<file path="config.mk">
export PLATFORM = sky130hd
export DESIGN_NAME = morse_timing_decoder
export DESIGN_NICKNAME = d
export VERILOG_FILES = /design/src/rtl/morse_timing_decoder.sv
export SDC_FILE = /design/constraint.sdc
export NUM_CORES = 1
export LEC_CHECK = 0
export ABC_AREA = 1
export CORE_MARGIN = 1.5
export CORE_UTILIZATION = 40
export CTS_CLUSTER_DIAMETER = 80
export DETAILED_ROUTE_END_ITERATION = 12
export HOLD_SLACK_MARGIN = 0.08
export PLACE_DENSITY = 0.61
export SYNTH_ARGS = -nofsm -noshare
export SYNTH_HDL_FRONTEND = slang
export SYNTH_SLANG_ARGS = --single-unit
</file>
<file path="constraint.sdc">
create_clock -name clk -period 3.6 [get_ports clk]
set_clock_uncertainty 0.05 [all_clocks]
set_input_delay 0.54 -clock clk [delete_from_list [all_inputs] [get_ports clk]]
set_output_delay 0.54 -clock clk [all_outputs]
set_load 0.03 [all_outputs]
</file>
<file path="src/rtl/morse_timing_decoder.sv">
// -----------------------------------------------------------------------------
// morse_timing_decoder
//
// Turns a debounced Morse key into packed letters. Press length (in prescaled
// ticks) selects dot or dash; a long enough release, or filling every symbol
// slot, commits the letter, which is then held until the consumer takes it.
//
// Ports
//   clk        in   rising-edge clock
//   rst        in   synchronous, active-high reset
//   key_in     in   debounced key level, high while pressed
//   out_code   out  packed letter, symbol i at [2i+1:2i], symbol 0 keyed first
//                   (01 = dot, 10 = dash, 00 = empty slot)
//   out_len    out  number of valid symbols in out_code
//   out_valid  out  out_code/out_len hold a committed letter
//   out_ready  in   consumer accepts the letter when out_valid is also high
//   busy       out  high whenever the decoder is not idle
//   dropped    out  one-cycle pulse when a press arrives while a letter waits
// -----------------------------------------------------------------------------
module morse_timing_decoder #(
  parameter int MAX_SYMBOLS = 4,
  parameter int TICK_DIV    = 1000,
  parameter int DASH_TICKS  = 3,
  parameter int GAP_TICKS   = 5,
  parameter int CNT_W       = 8
) (
  input  logic                               clk,
  input  logic                               rst,
  input  logic                               key_in,
  output logic [2*MAX_SYMBOLS-1:0]           out_code,
  output logic [$clog2(MAX_SYMBOLS+1)-1:0]   out_len,
  output logic                               out_valid,
  input  logic                               out_ready,
  output logic                               busy,
  output logic                               dropped
);

  localparam int LEN_W  = $clog2(MAX_SYMBOLS + 1);
  localparam int PRE_W  = $clog2(TICK_DIV);
  localparam int CODE_W = 2 * MAX_SYMBOLS;

  localparam logic [1:0] S_IDLE  = 2'd0;
  localparam logic [1:0] S_PRESS = 2'd1;
  localparam logic [1:0] S_GAP   = 2'd2;
  localparam logic [1:0] S_HOLD  = 2'd3;

  localparam logic [1:0] SYM_DOT  = 2'b01;
  localparam logic [1:0] SYM_DASH = 2'b10;

  logic [1:0]        state_q,    state_d;
  logic              key_q;
  logic [PRE_W-1:0]  presc_q,    presc_d;
  logic [CNT_W-1:0]  dur_q,      dur_d;
  logic [CNT_W-1:0]  gap_q,      gap_d;
  logic [LEN_W-1:0]  sym_cnt_q,  sym_cnt_d;
  logic [CODE_W-1:0] code_q,     code_d;
  logic [CODE_W-1:0] out_code_q, out_code_d;
  logic [LEN_W-1:0]  out_len_q,  out_len_d;

  logic              rise, fall, tick;
  logic [CNT_W-1:0]  dur_inc, gap_inc;
  logic [1:0]        sym;
  logic [CODE_W-1:0] code_app;
  logic              last_slot;

  assign rise = key_in & ~key_q;
  assign fall = ~key_in & key_q;
  assign tick = (presc_q == PRE_W'(TICK_DIV - 1));

  // Counters saturate. The falling-edge cycle's own tick is folded into the
  // classification so N high cycles give exactly floor(N/TICK_DIV) ticks.
  assign dur_inc = (tick && (dur_q != '1)) ? dur_q + 1'b1 : dur_q;
  assign gap_inc = (tick && (gap_q != '1)) ? gap_q + 1'b1 : gap_q;

  assign sym       = (dur_inc >= CNT_W'(DASH_TICKS)) ? SYM_DASH : SYM_DOT;
  assign last_slot = (sym_cnt_q == LEN_W'(MAX_SYMBOLS - 1));

  // Working code with the current symbol written into slot sym_cnt_q; slots
  // above it stay zero, so unused high slots always read empty.
  always_comb begin
    code_app = code_q;
    for (int i = 0; i < MAX_SYMBOLS; i++) begin
      if (sym_cnt_q == LEN_W'(i)) code_app[2*i +: 2] = sym;
    end
  end

  always_comb begin
    // NOTE: every next-state signal gets a default first so no path through
    // the case leaves one unassigned, which would infer a latch.
    state_d    = state_q;
    presc_d    = tick ? '0 : presc_q + 1'b1;
    dur_d      = dur_q;
    gap_d      = gap_q;
    sym_cnt_d  = sym_cnt_q;
    code_d     = code_q;
    out_code_d = out_code_q;
    out_len_d  = out_len_q;

    case (state_q)
      S_IDLE: begin
        if (rise) begin
          state_d = S_PRESS;
          dur_d   = '0;
          presc_d = '0;
        end
      end

      S_PRESS: begin
        dur_d = dur_inc;
        if (fall) begin
          presc_d   = '0;
          code_d    = code_app;
          sym_cnt_d = sym_cnt_q + 1'b1;
          if (last_slot) begin
            // Every slot filled: no point waiting out the gap.
            state_d    = S_HOLD;
            out_code_d = code_app;
            out_len_d  = sym_cnt_q + 1'b1;
          end else begin
            state_d = S_GAP;
            gap_d   = '0;
          end
        end
      end

      S_GAP: begin
        // A rise takes priority over a timeout tick in the same cycle.
        if (rise) begin
          state_d = S_PRESS;
          dur_d   = '0;
          presc_d = '0;
        end else begin
          gap_d = gap_inc;
          if (gap_inc >= CNT_W'(GAP_TICKS)) begin
            state_d    = S_HOLD;
            out_code_d = code_q;
            out_len_d  = sym_cnt_q;
          end
        end
      end

      S_HOLD: begin
        if (out_ready) begin
          state_d    = S_IDLE;
          code_d     = '0;
          sym_cnt_d  = '0;
          out_code_d = '0;
          out_len_d  = '0;
        end
      end

      default: state_d = S_IDLE;
    endcase
  end

  always_ff @(posedge clk) begin
    // NOTE: state registers use non-blocking assignments so every flop
    // samples the pre-edge values regardless of statement order.
    if (rst) begin
      state_q    <= S_IDLE;
      key_q      <= 1'b0;
      presc_q    <= '0;
      dur_q      <= '0;
      gap_q      <= '0;
      sym_cnt_q  <= '0;
      code_q     <= '0;
      out_code_q <= '0;
      out_len_q  <= '0;
    end else begin
      state_q    <= state_d;
      key_q      <= key_in;
      presc_q    <= presc_d;
      dur_q      <= dur_d;
      gap_q      <= gap_d;
      sym_cnt_q  <= sym_cnt_d;
      code_q     <= code_d;
      out_code_q <= out_code_d;
      out_len_q  <= out_len_d;
    end
  end

  assign out_code  = out_code_q;
  assign out_len   = out_len_q;
  assign out_valid = (state_q == S_HOLD);
  assign busy      = (state_q != S_IDLE);
  assign dropped   = (state_q == S_HOLD) & rise;

endmodule

</file>
==> impl_metrics.env <==
export IMPL_worstPathRequired_ns=3.80
export IMPL_crit_fanout=16
export IMPL_grt_first_pass_wirelength_microns=13300
export IMPL_ir_worst_vdd_v=0.000354
export IMPL_cpMaxStageDelayCell="dfxtp_1"
export IMPL_cts_max_path_buffers=2
export IMPL_grt_max_degree=31
export IMPL_ctsHtreeMaxLevel=2
export IMPL_drc_errors=0
export IMPL_ys_types=33
export IMPL_rrSetupSlack_ns=0.77
export IMPL_reg2regPathDepth=10
export IMPL_path_class="flip-flop to flip-flop"
export IMPL_cp_start_kind="flip-flop"
export IMPL_nNetsFinal=545
export IMPL_ys_flop_type="dfxtp_1"
export IMPL_maxSlewViolCount=0
export IMPL_cts_resized=0
export IMPL_synth_nets=535
export IMPL_cts_setup_buffers=0
export IMPL_crit_path_frequent_cell="nor2_1"
export IMPL_min_delay_start="presc_q[0]$_SDFF_PP0_"
export IMPL_antenna_found_initial=0
export IMPL_gp_congestion=0.896
export IMPL_fp_dieArea_sq_um=8620
export IMPL_min_period_ns=2.83
export IMPL_die_x_microns=92.9
export IMPL_clk_pin_slew_ns=0.10
export IMPL_clock_sinks=51
export IMPL_cp_arrival_ns=3.03
export IMPL_crit_start="state_q[1]$_SDFFE_PP0P_"
export IMPL_powerDensity_nw_per_um2=471
export IMPL_hpwl_microns=5740
export IMPL_ant_nets=0
export IMPL_total_power_mw=1.67
export IMPL_clock_root_buffer="clkbuf_8"
export IMPL_cts_tree="built"
export IMPL_yosys_warnings=0
export IMPL_io_pins=18
export IMPL_rsz0062_at_grt="false"
export IMPL_timing_fmax_ghz=0.354
export IMPL_drv_cap=0
export IMPL_reg2reg_to="out_code[7]$_SDFFE_PP0P_"
export IMPL_start_util_pct=41.6
export IMPL_numPortBuffers=17
export IMPL_finalHoldViolCount=0
export IMPL_finalCritPeriodShare_pct=78.6
export IMPL_numCtsBuffers=5
export IMPL_vias=3163
export IMPL_drtPass1Iterations=4
export IMPL_outcome="complete, no violations"
export IMPL_async_flop_share_pct=0
export IMPL_drtIter0Drc=150
export IMPL_wirelength_microns=7730
export IMPL_grt_pass1_vias=2886
export IMPL_fin_tns_setup_ns=0
export IMPL_rows=32
export IMPL_die_height_microns=92.9
export IMPL_syn_area_per_cell_sq_um=6.17
export IMPL_cp_slowest_stage_delay_ns=0.67
export IMPL_grt_remaining_overflow=0
export IMPL_netlist_instances=523
export IMPL_yosysSeqAreaShare_pct=31.6
export IMPL_synth_edf_count=0
export IMPL_wire_per_inst_microns=12.2
export IMPL_synth_seq_cells=51
export IMPL_drive_gt1_share_pct=8.43
export IMPL_worst_pin_slew_ns=0.959
export IMPL_slew_headroom_pct=36.1
export IMPL_critPathCaptureType="flip-flop"
export IMPL_diodes=0
export IMPL_power_leakage_nw=1.50
export IMPL_syn_area_sq_um=3230
export IMPL_setup_viol=0
export IMPL_min_path_type="flip-flop to flip-flop"
export IMPL_hold_buffers=0
export IMPL_grt_usage_pct=19.2
export IMPL_insertion_delay_ns=0.31
export IMPL_hold_end="presc_q[0]$_SDFF_PP0_"
export IMPL_hold_depth=1
export IMPL_r2r_start="state_q[1]$_SDFFE_PP0P_"
export IMPL_syn_to_final_growth_pct=9.76
export IMPL_worstPathCellList="nor2_1, inv_1, nor2_1, inv_1, o21ai_0, nor2_1, nand3_2, nand2_1, nand2_1, nor2_1"
export IMPL_coreArea_sq_um=7770
export IMPL_via_per_inst=4.97
[power by group]
| group | switching [mW] | internal [mW] | total (mW) |
|---|---|---|---|
| logic | 0.456 | 0.208 | 0.664 |
| clock network | 0.203 | 0.137 | 0.339 |
| registers | 0.0497 | 0.616 | 0.665 |
[area by class of cell]
type	count	area (sq um)
inverter	67	251
multi-input combinational	389	1870
tap	102	128
clock inverter	2	12.5
fill	849	4220
timing repair buffer	19	185
clock buffer	6	72.6
sequential	51	1020
[metrics by stage]
| step | util [%] | hold slack, ns | cells | cell area [sq um] | worst slack (ns) |
|---|---|---|---|---|---|
| floorplan | - | 0.368 | 523 | 3230 | 1.67 |
| global placement | 44.5 | 0.378 | 628 | 3460 | 0.777 |
| detailed placement | 44.5 | 0.393 | 628 | 3460 | 0.727 |
| CTS | 45.6 | 0.412 | 636 | 3540 | 0.794 |
| global route | 45.6 | 0.431 | 636 | 3540 | 0.491 |
| finish | 45.6 | 0.407 | 636 | 3540 | 0.772 |
[sequential cells by signal (all words and copies together) (netlist names), 2 cells and up]
register / count
state_q: 2
presc_q: 10
out_code: 8
out_len: 3
code_q: 8
sym_cnt_q: 3
dur_q: 8
gap_q: 8
[per-layer routing]
layer	vias up	global-route usage, %	wire length, microns
li1	1685	-	-
met1	1421	26.1	4020
met2	45	30.9	3370
met3	12	3.04	206
met4	0	6.06	135
met5	-	0	0
[worst max path at each step]
stage / to / slack (ns)
after floorplan: out_code[1]$_SDFFE_PP0P_ / 1.67
after global placement: out_code[0]$_SDFFE_PP0P_ / 0.78
after detailed placement: out_code[2]$_SDFFE_PP0P_ / 0.73
after CTS: out_code[7]$_SDFFE_PP0P_ / 0.79
after global routing: out_code[4]$_SDFFE_PP0P_ / 0.49
final: out_code[7]$_SDFFE_PP0P_ / 0.77
[critical path: cells and delay by family, from the launching register on]
family | cells | cell delay (ns)
simple gates | 7 | 1.74
flops | 1 | 0.67
buf+inv | 2 | 0.20
compound gates | 1 | 0.10
[placed cells by master, fill, tap and decap left out]
cell type	synthesis	final
a22oi_1	1	1
o22ai_1	2	2
nor3_1	5	5
a21oi_1	39	39
nor2_2	6	6
inv_1	57	57
nor4_1	2	2
nand4_2	1	1
xor2_1	6	6
nand3_2	4	4
clkdlybuf4s50_1	0	17
clkinv_2	0	1
clkbuf_8	0	5
o211ai_1	2	2
inv_2	8	8
clkinv_1	2	2
a211oi_1	1	1
nand2_1	170	170
nand4_1	19	19
dfxtp_1	51	51
nor3b_1	1	1
a31oi_1	2	2
o21ai_1	2	2
clkinvlp_4	0	1
nand3_4	1	1
buf_4	1	2
clkbuf_1	10	1
o21ai_0	5	5
o21a_1	1	1
nor2_1	61	61
or2_2	4	4
nand3_1	34	34
ha_1	8	8
nor2_4	4	4
nand2_2	8	8
[cells by family (layout without fill, tap and decap cells)]
kind of cell    Yosys count  in the layout  share of synthesized area [%]
compound gates           55             55                           9.07
xor+xnor                  6              6                           1.63
fa+ha+maj                 8              8                           3.10
buf+inv                  83             94                           10.3
flops                    51             51                           31.6
simple gates            320            320                           44.2
[Yosys cell counts, types with 3 or more instances]
| master | n | share of area [%] |
|---|---|---|
| nand3_2 | 4 | 1.2 |
| buf_2 | 3 | 0.46 |
| clkbuf_1 | 10 | 1.2 |
| nor2_1 | 61 | 7.1 |
| dfxtp_1 | 51 | 32 |
| nor3_1 | 5 | 0.77 |
| nand2_1 | 170 | 20 |
| o21ai_0 | 5 | 0.77 |
| nand4_1 | 19 | 3.7 |
| a21oi_1 | 39 | 6.0 |
| nor2_4 | 4 | 1.4 |
| xor2_1 | 6 | 1.6 |
| or2_2 | 4 | 0.77 |
| nor2_2 | 6 | 1.2 |
| inv_1 | 57 | 6.6 |
| ha_1 | 8 | 3.1 |
| inv_2 | 8 | 0.93 |
| nand2_2 | 8 | 1.5 |
| nand3_1 | 34 | 5.3 |
No activity file was read; power rests on OpenSTA's default activity.
